### config.mk
export PLATFORM = sky130hd
export DESIGN_NAME = if_prefetch
export DESIGN_NICKNAME = d
export VERILOG_FILES = /design/src/rtl/if_prefetch.sv
export SDC_FILE = /design/constraint.sdc
export NUM_CORES = 1
export LEC_CHECK = 0
export CORE_MARGIN = 2
export CORE_UTILIZATION = 59
export DETAILED_ROUTE_END_ITERATION = 8
export GPL_TIMING_DRIVEN = 1
export PLACE_DENSITY = 0.83
export SYNTH_ARGS = -nofsm -noshare
export SYNTH_HDL_FRONTEND = slang
export SYNTH_SLANG_ARGS = --single-unit
### constraint.sdc
create_clock -name clk -period 4.65 [get_ports clk]
set_clock_uncertainty 0.1 [all_clocks]
set_input_delay 0.465 -clock clk [delete_from_list [all_inputs] [get_ports clk]]
set_output_delay 0.465 -clock clk [all_outputs]
set_load 0.05 [all_outputs]
### src/rtl/if_prefetch.sv
// if_prefetch: instruction fetch front end with a small prefetch queue.
// Owns the fetch PC, issues one outstanding request at a time to instruction
// memory, queues returned words and hands {pc, inst} to the core.
// Optional build macro IF_PREFETCH_PERF_CNT_EN adds pop/redirect counters.
//
// Handshakes: a queue entry transfers to the core on a rising edge where
// valid_o & ready_i; a memory response completes on a rising edge where
// inst_ce_o & inst_ready_i (inst_ready_i is meaningless while inst_ce_o=0).
module if_prefetch #(
  parameter int unsigned DEPTH    = 4,
  parameter logic [31:0] RESET_PC = 32'h0000_0000
) (
  input  logic        clk,
  input  logic        rst,
  output logic [31:0] inst_addr_o,
  output logic        inst_ce_o,
  input  logic [31:0] inst_i,
  input  logic        inst_ready_i,
  input  logic        redirect_i,
  input  logic [31:0] redirect_pc_i,
  output logic [31:0] inst_o,
  output logic [31:0] pc_o,
  output logic        valid_o,
  input  logic        ready_i,
  output logic [1:0]  state_o
`ifdef IF_PREFETCH_PERF_CNT_EN
  ,
  output logic [31:0] fetch_cnt_o,
  output logic [31:0] flush_cnt_o
`endif
);

  localparam int unsigned AW = $clog2(DEPTH);
  localparam logic [AW:0] DEPTH_W = (AW+1)'(DEPTH);

  typedef enum logic [1:0] {
    S_IDLE = 2'd0,
    S_REQ  = 2'd1,
    S_DROP = 2'd2
  } state_t;

  state_t        state_q, state_d;
  logic [31:0]   fetch_pc_q, fetch_pc_d;
  logic          ce_q, ce_d;
  logic [31:0]   addr_q, addr_d;
  logic [AW-1:0] wr_ptr_q, wr_ptr_d;
  logic [AW-1:0] rd_ptr_q, rd_ptr_d;
  logic [AW:0]   count_q, count_d;
  logic [31:0]   qinst_q [DEPTH];
  logic [31:0]   qinst_d [DEPTH];
  logic [31:0]   qpc_q   [DEPTH];
  logic [31:0]   qpc_d   [DEPTH];

  logic          pop;
  logic          resp;
  logic          push;
  logic [31:0]   target;
  logic [31:0]   next_pc;

  assign valid_o     = (count_q != '0);
  assign inst_o      = qinst_q[rd_ptr_q];
  assign pc_o        = qpc_q[rd_ptr_q];
  assign inst_ce_o   = ce_q;
  assign inst_addr_o = addr_q;
  assign state_o     = state_q;

  // Queue bookkeeping: push on accepted response, pop on core handshake, flush on redirect
  always_comb begin
    pop     = valid_o & ready_i;
    resp    = ce_q & inst_ready_i;
    push    = (state_q == S_REQ) & resp & ~redirect_i;
    target  = {redirect_pc_i[31:2], 2'b00};
    next_pc = fetch_pc_q + 32'd4;
    qinst_d = qinst_q;
    qpc_d   = qpc_q;
    wr_ptr_d = wr_ptr_q;
    rd_ptr_d = rd_ptr_q;
    count_d  = count_q;
    if (push) begin
      qinst_d[wr_ptr_q] = inst_i;
      qpc_d[wr_ptr_q]   = fetch_pc_q;
      wr_ptr_d          = wr_ptr_q + 1'b1;
    end
    if (pop) begin
      rd_ptr_d = rd_ptr_q + 1'b1;
    end
    if (redirect_i) begin
      // Flush; a coincident pop has already been consumed by the core.
      wr_ptr_d = '0;
      rd_ptr_d = '0;
      count_d  = '0;
    end else if (push && !pop) begin
      count_d = count_q + 1'b1;
    end else if (pop && !push) begin
      count_d = count_q - 1'b1;
    end
  end

  // Fetch FSM: request issue, response accept/discard, redirect handling
  always_comb begin
    state_d    = state_q;
    fetch_pc_d = fetch_pc_q;
    ce_d       = ce_q;
    addr_d     = addr_q;
    unique case (state_q)
      S_IDLE: begin
        if (redirect_i) begin
          fetch_pc_d = target;
          state_d    = S_REQ;
          ce_d       = 1'b1;
          addr_d     = target;
        end else if (count_d < DEPTH_W) begin
          state_d = S_REQ;
          ce_d    = 1'b1;
          addr_d  = fetch_pc_q;
        end
      end
      S_REQ: begin
        if (redirect_i) begin
          fetch_pc_d = target;
          if (resp) begin
            // Outstanding word is dropped; the target goes out next cycle.
            addr_d = target;
          end else begin
            // Cannot withdraw the request: wait for it and throw it away.
            state_d = S_DROP;
          end
        end else if (resp) begin
          fetch_pc_d = next_pc;
          addr_d     = next_pc;
          if (!(count_d < DEPTH_W)) begin
            state_d = S_IDLE;
            ce_d    = 1'b0;
          end
        end
      end
      S_DROP: begin
        if (redirect_i) begin
          fetch_pc_d = target;
        end
        if (resp) begin
          state_d = S_REQ;
          ce_d    = 1'b1;
          addr_d  = redirect_i ? target : fetch_pc_q;
        end
      end
      default: begin
        state_d = S_IDLE;
        ce_d    = 1'b0;
      end
    endcase
  end

  // State, request and queue registers with synchronous active-low reset
  always_ff @(posedge clk) begin
    if (!rst) begin
      state_q    <= S_IDLE;
      fetch_pc_q <= RESET_PC;
      ce_q       <= 1'b0;
      addr_q     <= RESET_PC;
      wr_ptr_q   <= '0;
      rd_ptr_q   <= '0;
      count_q    <= '0;
      for (int i = 0; i < int'(DEPTH); i++) begin
        qinst_q[i] <= '0;
        qpc_q[i]   <= '0;
      end
    end else begin
      state_q    <= state_d;
      fetch_pc_q <= fetch_pc_d;
      ce_q       <= ce_d;
      addr_q     <= addr_d;
      wr_ptr_q   <= wr_ptr_d;
      rd_ptr_q   <= rd_ptr_d;
      count_q    <= count_d;
      qinst_q    <= qinst_d;
      qpc_q      <= qpc_d;
    end
  end

`ifdef IF_PREFETCH_PERF_CNT_EN
  logic [31:0] fetch_cnt_q, fetch_cnt_d;
  logic [31:0] flush_cnt_q, flush_cnt_d;

  // Performance counters: pops delivered and redirect cycles seen
  always_comb begin
    fetch_cnt_d = fetch_cnt_q + {31'd0, pop};
    flush_cnt_d = flush_cnt_q + {31'd0, redirect_i};
  end

  // Counter registers
  always_ff @(posedge clk) begin
    if (!rst) begin
      fetch_cnt_q <= '0;
      flush_cnt_q <= '0;
    end else begin
      fetch_cnt_q <= fetch_cnt_d;
      flush_cnt_q <= flush_cnt_d;
    end
  end

  assign fetch_cnt_o = fetch_cnt_q;
  assign flush_cnt_o = flush_cnt_q;
`endif

endmodule

; ---- Word-level counts from Yosys, hierarchy flattened
; Index checks and enable logic that the tools add are counted.
; W data, S select, Z words.
[op_classes]
eq_ne = 10
bitwise = 8
muxes = 38
reduce_logical = 15
n_lt_le_gt_ge = 4
add_sub_neg = 5
[ops]
columns = op, count
row1 = $mux W32, 13
row2 = $bwmux W128, 2
row3 = $bmux W32 S2, 2
row4 = $pmux W32 S3, 1
row5 = $demux W32 S2, 1
row6 = $pmux W32 S2, 1
row7 = $add A32 B3 Y32 const B, 1
row8 = $mux W2, 7
row9 = $ne A3 B3 Y1 const B, 4
row10 = $reduce_and A5 Y1, 2
row11 = $mux W3, 3
row12 = $ne A2 B2 Y1 const B, 4
row13 = $ge A3 B3 Y1 const B, 2
row14 = $mux W1, 6
row15 = $not A2 Y3, 2
row16 = $pmux W2 S3, 1
row17 = $reduce_bool A3 Y1, 2
row18 = $add A2 B1 Y2 const B, 2
row19 = $and A1 B1 Y1, 4
row20 = $reduce_and A4 Y1, 1
row21 = $reduce_or A2 Y1, 2
row22 = $add A3 B1 Y3 const B, 1
row23 = $logic_and A1 B1 Y1, 3
row24 = $lt A3 B1 Y1 const B, 1
row25 = other kinds (10), 12
[totals]
output_inout_bits = 100
inputBits = 69
regBits = 330
word_cells = 95

; ---- Depth between registers and ports, before layout
; Gate-level depths: netlist (run 1).
[depth]
depth_word = 13
mapped_depth = 12
ltp_nobuf = 11

; ---- Worst setup path after synthesis (run 1)
; No wires, ideal clock.
[synth_timing]
path_type = register to register
startpoint = register state_q[0] (netlist: state_o[0])
endpoint = register addr_q[11] (netlist: inst_addr_o[11])
slack_ns = 1.426
arrival_time_ns = 2.993
n_path_buf = 2
setup_time_ns = 0.130
required_ns = 4.420
synth_period_minus_slack_ns = 3.224
path_stages_with_launch = 12
cell_sequence = dfxtp_1 -> nor2b_1 -> nand3_1 -> inv_1 -> buf_2 -> ha_1 -> and3b_1 -> o21a_1 -> o31a_1 -> nor2_1 -> clkbuf_1 -> o31ai_1
[synth_via]
elab_chain_len = 11
elab_cells_between_ends = 18
classes_between = 1 x order compare / 5 x eq/ne / 4 x mux / 2 x bitwise / 6 x reduce/logical
[synth_lines]
columns = item, line
row1 = "start, declared", 42  ; state_t state_q, state_d;
row2 = "start signal, assigned", 169  ; state_q <= state_d;
row3 = $eq A2 B1 Y1 (*), 71  ; push = (state_q == S_REQ) & resp & ~redirect_i;
row4 = $and A1 B1 Y1 (*) (2 in series), 71
row5 = net push, 56  ; logic push;
row6 = $logic_not A1 Y1, 94  ; end else if (pop && !push) begin
row7 = $logic_and A1 B1 Y1, 94
row8 = $mux W3, 94
row9 = $mux W3 (*), 92  ; end else if (push && !pop) begin
row10 = $mux W3 (*), 87  ; if (redirect_i) begin
row11 = $lt A3 B3 Y1 (*), 112  ; end else if (count_d < DEPTH_W) begin
row12 = $ne A3 B3 Y1 (no source line) (*), --
row13 = $reduce_and A4 Y1 (no source line) (*), --
row14 = "end signal, assigned", 172  ; addr_q <= addr_d;
row15 = "end, declared", 45  ; logic [31:0] addr_q, addr_d;
; The timed path passes the listed nets; every way through them passes the cells marked *.
; A chain may end at the register's enable or synchronous reset.

; ---- Final worst setup path (run 1)
[layout_timing]
startpoint = register ce_q (netlist: inst_ce_o)
endpoint = register addr_q[6] (netlist: inst_addr_o[6])
[layout_via]
elab_chain_len = 11
elab_cells_between_ends = 14
classes_between = 1 x order compare / 3 x eq/ne / 3 x mux / 3 x bitwise / 4 x reduce/logical
[layout_lines]
columns = item, line
row1 = "start, declared", 44  ; logic ce_q, ce_d;
row2 = "start signal, assigned", 159  ; ce_q <= 1'b0;
row3 = "start signal, assigned", 171  ; ce_q <= ce_d;
row4 = $and A1 B1 Y1 (*), 70  ; resp = ce_q & inst_ready_i;
row5 = $and A1 B1 Y1 (2 in series), 71
row6 = $logic_not A1 Y1, 94
row7 = $logic_and A1 B1 Y1, 94
row8 = $mux W3, 94
row9 = $mux W3, 92
row10 = $mux W3, 87
row11 = $lt A3 B3 Y1, 112
row12 = $ne A3 B3 Y1 (no source line), --
row13 = $reduce_and A4 Y1 (no source line) (*), --
; Mark *: on every way between the ends. The rest lies on a longest branch, timed or not.

==> results.py, run 1 <==
metrics = {
    "clocking": {
        "clock_latency_ps": 570,
        "max-clock-path-buffers": 3,
        "cts.reportedPaths.clkPinSlew_ps": 70,
        "postCtsSetupRepairBufs": 0,
        "cts_root_buffer": "clkbuf_16",
        "tritoncts": "built",
        "h-tree-depth": 1,
        "cts.repair.resized": 0,
        "numCtsBuffers": 31,
        "cts-hold-fix-buffers": 0,
        "cts.sink_count": 330,
    },
    "synthesis": {
        "yosysWarnings": 0,
        "synth_mux_area_share_pct": 10.06,
        "synth_async_sr_flop_share_pct": 0,
        "ys_top_cells_by_count": "576 x nand2_1, 330 x dfxtp_1, 286 x a21oi_1",
        "yosys_top_cell_area_share_pct": 43.95,
        "flip_flop_and_latch_count_after_synthesis": 330,
        "synth.cell_area_mm2": 0.01503,
        "synth.avg_cell_area_um2": 8.164,
        "area_share_of_and_or_nand_nor_cells_after_synthesis_pct": 22.28,
        "synthDistinctLibCells": 64,
        "share_of_the_synthesized_area_in_compound_gates_ao_oa_aoi_oai_pct": 16.38,
        "synthTopCellsByArea": "dfxtp_1 44%, nand2_1 14%, mux4_2 9.6%",
        "synthAdderAreaFrac_pct": 0.8324,
        "syn_inst": 1841,
        "synth_top_family_by_area": "simple AND/OR/NAND/NOR gates",
        "postSynth.topFlopCell": "dfxtp_1",
        "synth_sequential_area_ratio_pct": 43.95,
        "synth_xor_xnor_area_share_pct": 1.398,
        "synth.net_count": 1920,
        "netlist.top_cell.by_area": "dfxtp_1",
        "synth-edff-count": 0,
        "yosysMostFrequentCell": "nand2_1",
    },
    "sta": {
        "final_critical_path_setup_slack_ps": 1084,
        "hold_viol_final": 0,
        "timing.final.setup_violations": 0,
        "worst_pin_slew_ps": 1331,
        "setup_repair_after_global_routing_missed_its_margin": "false",
        "max_freq_ghz": 0.2804,
        "tightest_slew_margin_relative_to_the_limit_pct": 10.92,
        "maxSlewViolCount": 0,
        "post-route-min-period_ps": 3566,
        "min_period_over_period_pct": 76.69,
        "setup-tns-final_ps": 0,
    },
    "drt": {
        "drtAntennaViolNets": 0,
        "post_drt_wl_per_cell_um": 19.29,
        "drt-pass1-iter-count": 6,
        "drc_errors": 0,
        "vias": 13990,
        "route.final.wire_length_um": 43450,
        "drt_iter0_drc": 1775,
        "detail_route.vias_per_cell": 6.211,
    },
    "setup_path": {
        "rr_worst_depth": 9,
        "worst_r2r_src": "inst_ce_o",
        "worst_setup_path_end_kind": "register",
        "r2r_slack_ps": 1080,
        "critical_path_class": "reg2reg",
        "critPathCapture": "inst_addr_o[6]",
        "required_ps": 4950,
        "critical_path.startpoint_type": "register",
        "timing.critical_path.from": "inst_ce_o",
        "critPathArrivalTime_ps": 3860,
        "critical_path.reg2reg.endpoint": "inst_addr_o[6]",
        "path_max_fanout": 16,
    },
    "place": {
        "dpl.cell_count": 2195,
        "gp_routability_congestion": 0.9584,
        "detailed_placement_wirelength_estimate_um": 26310,
        "pre_cts_ws_ps": 723.9,
        "placement.io_buffers": 166,
    },
    "run_status": {
        "run_status": "completed",
    },
    "min_path": {
        "min_path_type": "in2reg",
    },
    "floorplan": {
        "rows": 58,
        "pin_count": 169,
        "initial_core_util_pct": 59.86,
        "fp.dieArea_mm2": 0.02677,
        "floorplan.die.width_um": 163.6,
        "design.core.area_mm2": 0.02511,
        "die_h_um": 163.6,
    },
    "grt": {
        "global_route_wire_length_before_repair_um": 68720,
        "antenna_found_initial": 1,
        "grt_start_max_net_pins": 162,
        "groute.usage.overall_pct": 31.80,
        "number_of_global_route_vias_before_repair": 13510,
        "grt_overflow_total": 0,
    },
    "pwr": {
        "p_switching_uw": 1655,
        "power_uw": 6214,
        "power.static_leakage_uw": 0.005785,
        "clkPwrFrac_pct": 40.6,
        "pwr_dens_mw_per_mm2": 350.3,
        "p_seq_share_pct": 48.2,
        "comb_power_share_pct": 11.1,
        "peakVddDrop_uv": 268.3,
        "swShare_pct": 26.63,
        "p_int_uw": 4559,
    },
    "finish": {
        "area_of_all_sequential_standard_cells_mm2": 0.006614,
        "area_delta_synth_final_pct": 18.02,
        "drive_gt1_share_pct": 8.424,
        "fillers": 1935,
        "final_nets": 1977,
        "multi_input_area_mm2": 0.007699,
        "finalNonFillerCells": 2253,
        "antennaDiodeCount": 0,
    },
    "job": {
        "maxCapViolCount": 0,
    },
}
-- per-stage QoR --
step	util (%)	instance area (um^2)	hold slack, ps
finish	70.65	17740	253.6
global route	70.65	17740	258.6
CTS	70.65	17740	237.8
detailed placement	66.60	16720	343.1
global placement	66.60	16720	338.2
floorplan	-	15030	333.1
-- area by class of cell --
cell class,count,share of cell area [%]
multi-input cells,1321,43.40
flip-flops and latches,330,37.28
repair buffers,192,10.76
clock buffers,46,5.205
well taps,330,2.328
clock inverters,12,0.5290
inverters,22,0.4937
-- sequential cells by signal (all words and copies together) (netlist names) --
signal	flops
state_o	2
qinst_q	128
wr_ptr_q	2
qpc_q	128
rd_ptr_q	2
fetch_pc_q	32
count_q	3
inst_ce_o	1
inst_addr_o	32
-- layout by cell type (no fill, tap or decap), types with 6 or more instances in the layout --
cell type        instances
nand4_1                 33
mux2i_1                  6
buf_4                   21
o21ai_0                 39
clkbuf_1                 7
nor4_1                  15
o32ai_1                  7
a31oi_1                  9
and4_1                   7
a211oi_1                 7
inv_1                   21
mux4_2                  64
ha_1                    10
o22ai_1                  9
and3_1                   7
nor2_1                  50
o21a_1                   7
o31ai_1                 14
clkbuf_8                 7
a21oi_1                286
xor2_1                  13
dfxtp_1                328
xnor2_1                 11
nand3_1                 31
clkinv_2                 8
clkdlybuf4s50_1        164
a22oi_1                  8
nor3_1                  26
nand2b_1                 9
nand2_1                572
clkbuf_16               32
-- worst max-delay path: stages, from the launching register on --
cell      delay, ps
dfxtp_1         400
nor2b_1         240
nand3_1         260
inv_1           160
ha_1            230
and3b_1         220
o21a_1          220
o31a_1          310
nor2_1         1010
a221oi_1        240
-- logic make-up after synthesis --
logic type	count (synthesis)
buf+inv	190
compound gates	431
xor+xnor	24
fa+ha+maj	10
flops	330
simple gates	785
mux	71
-- power groups by stage --
stage                     sequential, uW  clock (uW)  combinational, uW
after global placement              3050           0                671
after floorplan                     3100           0                366
final                               3000        2520                693
after detailed placement            3050           0                679
after CTS                           2990        2540                683
after global routing                3000        2660                731
-- per-layer routing --
layer	up-vias	track usage (%)	wire [um]
met1	6676	41.27	17290
met5	-	0	15
met2	708	53.19	20630
met3	114	5.155	3987
li1	6493	-	-
met4	2	12.48	1535
-- worst min-delay path by stage --
stage	start	to	slack, ps	cells after the start
6_report	rst	inst_addr_o[27]	250	3
3_5_place_dp	qpc_q[18]	qpc_q[18]	340	2
4_1_cts	rst	inst_addr_o[27]	240	3
5_1_grt	rst	inst_addr_o[27]	260	3
3_3_place_gp	qinst_q[58]	qinst_q[58]	340	2
2_1_floorplan	qinst_q[32]	qinst_q[32]	330	2
(Power assumes the default switching activity.)
==> run 2, diff against run 1 <==
--- a/config.mk
+++ b/config.mk
@@ -6,10 +6,10 @@
 export NUM_CORES = 1
 export LEC_CHECK = 0
 export CORE_MARGIN = 2
-export CORE_UTILIZATION = 59
+export CORE_UTILIZATION = 51
 export DETAILED_ROUTE_END_ITERATION = 8
 export GPL_TIMING_DRIVEN = 1
-export PLACE_DENSITY = 0.83
+export PLACE_DENSITY = 0.76
 export SYNTH_ARGS = -nofsm -noshare
 export SYNTH_HDL_FRONTEND = slang
 export SYNTH_SLANG_ARGS = --single-unit
==> constraint.sdc (replaced) <==
create_clock -name clk -period 3.26 [get_ports clk]
set_clock_uncertainty 0.1 [all_clocks]
set_input_delay 0.326 -clock clk [delete_from_list [all_inputs] [get_ports clk]]
set_output_delay 0.326 -clock clk [all_outputs]
set_load 0.05 [all_outputs]
==> results.py, run 2 (synthesis results as in run 1) <==
metrics = {
    "setup_path": {
        "critical_path.startpoint_type": "register",
        "timing.critical_path.slowest_cell_delay_ps": 730,
        "r2r_slack_ps": 420,
        "crit_family": "buffers and inverters",
        "critical_path_class": "reg2out",
        "slowest_library_cell_on_the_worst_path": "clkdlybuf4s50_1",
        "required_ps": 2830,
        "critPathArrivalTime_ps": 2730,
        "worstPathCellList": "buf_4 -> mux4_2 -> clkdlybuf4s50_1",
        "worst_setup_path_end_kind": "output pin",
        "crit_buf_inv": 2,
        "path_max_fanout": 23,
    },
    "drt": {
        "drtAntennaViolNets": 0,
        "drt_iter0_drc": 1179,
        "route.final.wire_length_um": 45270,
        "drt-pass1-iter-count": 5,
        "detail_route.vias_per_cell": 5.981,
        "vias": 14120,
        "post_drt_wl_per_cell_um": 19.17,
        "drc_errors": 0,
    },
    "clocking": {
        "numCtsBuffers": 36,
        "clock_latency_ps": 530,
        "cts.sink_count": 330,
        "tritoncts": "built",
        "postCtsSetupRepairBufs": 0,
        "h-tree-depth": 2,
        "cts-hold-fix-buffers": 0,
        "cts_root_buffer": "clkbuf_16",
        "cts.reportedPaths.clkPinSlew_ps": 60,
        "max-clock-path-buffers": 3,
        "cts.repair.resized": 0,
    },
    "grt": {
        "grt_busiest_layer": "met2",
        "global_route_wire_length_before_repair_um": 71650,
        "globalRouteMet1Util_pct": 37.84,
        "grt_overflow_total": 0,
        "met2_global_route_usage_pct": 48.29,
        "number_of_global_route_vias_before_repair": 13550,
        "antenna_found_initial": 1,
        "groute.usage.overall_pct": 28.71,
        "met3_usage_pct": 3.701,
        "grt_start_max_net_pins": 103,
    },
    "pwr": {
        "power.static_leakage_uw": 0.006077,
        "power_uw": 9463,
        "peakVddDrop_uv": 385.2,
        "pwr_dens_mw_per_mm2": 514.8,
    },
    "finish": {
        "final_cell_mix": "572 x nand2_1, 328 x dfxtp_1, 286 x a21oi_1",
        "top_regs": "qinst_q (128), qpc_q (128)",
        "most_common_library_cell_in_the_layout_ignoring_fill_and_taps": "nand2_1",
        "final_nets": 2029,
        "drive_gt1_share_pct": 10.83,
        "area_delta_synth_final_pct": 22.29,
    },
    "floorplan": {
        "design.core.area_mm2": 0.02886,
        "initial_core_util_pct": 52.09,
        "pin_count": 169,
        "fp.dieArea_mm2": 0.03086,
        "rows": 62,
        "die_h_um": 175.7,
        "floorplan.die.width_um": 175.7,
    },
    "job": {
        "maxCapViolCount": 0,
    },
    "min_path": {
        "min_path_type": "in2reg",
    },
    "place": {
        "gp_routability_congestion": 0.9918,
        "detailed_placement_wirelength_estimate_um": 28670,
        "placement.io_buffers": 166,
    },
    "sta": {
        "timing.final.setup_violations": 0,
        "post-route-min-period_ps": 3159,
        "maxSlewViolCount": 0,
        "tightest_slew_margin_relative_to_the_limit_pct": 47.57,
        "max_freq_ghz": 0.3165,
        "worst_pin_slew_ps": 779.3,
        "min_period_over_period_pct": 96.92,
        "setup-tns-final_ps": 0,
        "setup_repair_after_global_routing_missed_its_margin": "false",
        "hold_viol_final": 0,
    },
    "run_status": {
        "run_status": "completed",
    },
}
-- run 2: changes by cell type in the layout (fill, tap and decap cells not counted) --
cell,change
nand2_2,+4
buf_4,+42
nand2_4,-4
buf_12,+5
bufinv_16,+2
clkinvlp_4,-1
clkbuf_16,+5
clkbuf_8,-3
inv_16,+1
clkbuf_1,+1
clkinv_8,+1
diode_2,+1
-- run 2: path summary, 6_finish.rpt --
path / start / end / cells after the start
worst max-delay path: rd_ptr_q[1] / pc_o[18] / 3
worst max register to register: count_q[0] / inst_addr_o[1] / 13
worst min-delay path: rst / state_o[0] / 2
worst min register to register: qpc_q[52] / qpc_q[52] / 2
-- run 2: metal layers --
| metal | up-vias | share of wire, % |
|---|---|---|
| met5 | - | 0 |
| met4 | 0 | 3.6 |
| met3 | 112 | 7.6 |
| met2 | 615 | 48 |
| met1 | 6804 | 41 |
| li1 | 6591 | - |
-- run 2: final cells by class --
type | instances | area, um^2
clock inverters | 15 | 182.7
flip-flops and latches | 330 | 6614
multi-input cells | 1321 | 7679
repair buffers | 239 | 2325
inverters | 22 | 87.58
clock buffers | 49 | 1011
well taps | 384 | 480.5
diodes | 1 | 2.502
fillers | 2455 | 10480
-- run 2: metrics by stage --
| step | cells | utilization (%) | setup WS, ps | hold WS (ps) | area, um^2 |
|---|---|---|---|---|---|
| 2_1_floorplan | 1841 | - | 36.24 | 333.1 | 15030 |
| 3_3_place_gp | 2296 | 59.55 | 363.6 | 338.2 | 17190 |
| 3_5_place_dp | 2296 | 59.55 | 278.0 | 343.1 | 17190 |
| 4_1_cts | 2360 | 63.69 | 95.64 | 86.45 | 18380 |
| 5_1_grt | 2361 | 63.70 | 28.23 | 114.4 | 18380 |
| 6_report | 2361 | 63.70 | 100.5 | 100.2 | 18380 |
-- run 2: where the power goes --
part / total, uW / internal, uW / switching [uW]
Clock: 4140 / 2440 / 1700
Combinational: 1100 / 392 / 709
Sequential: 4220 / 4120 / 99.9
-- run 2: worst register-to-register path, stage by stage, from the launching register on --
cell and delay (ps):
dfxtp_1 380, inv_1 90, ha_1 210, nand2b_1 130, nand2_1 140, ha_1 280
and3b_1 250, nor3_1 70, buf_4 140, o31ai_2 290, buf_12 220, nand2_1 90
buf_4 220, a2bb2oi_1 140
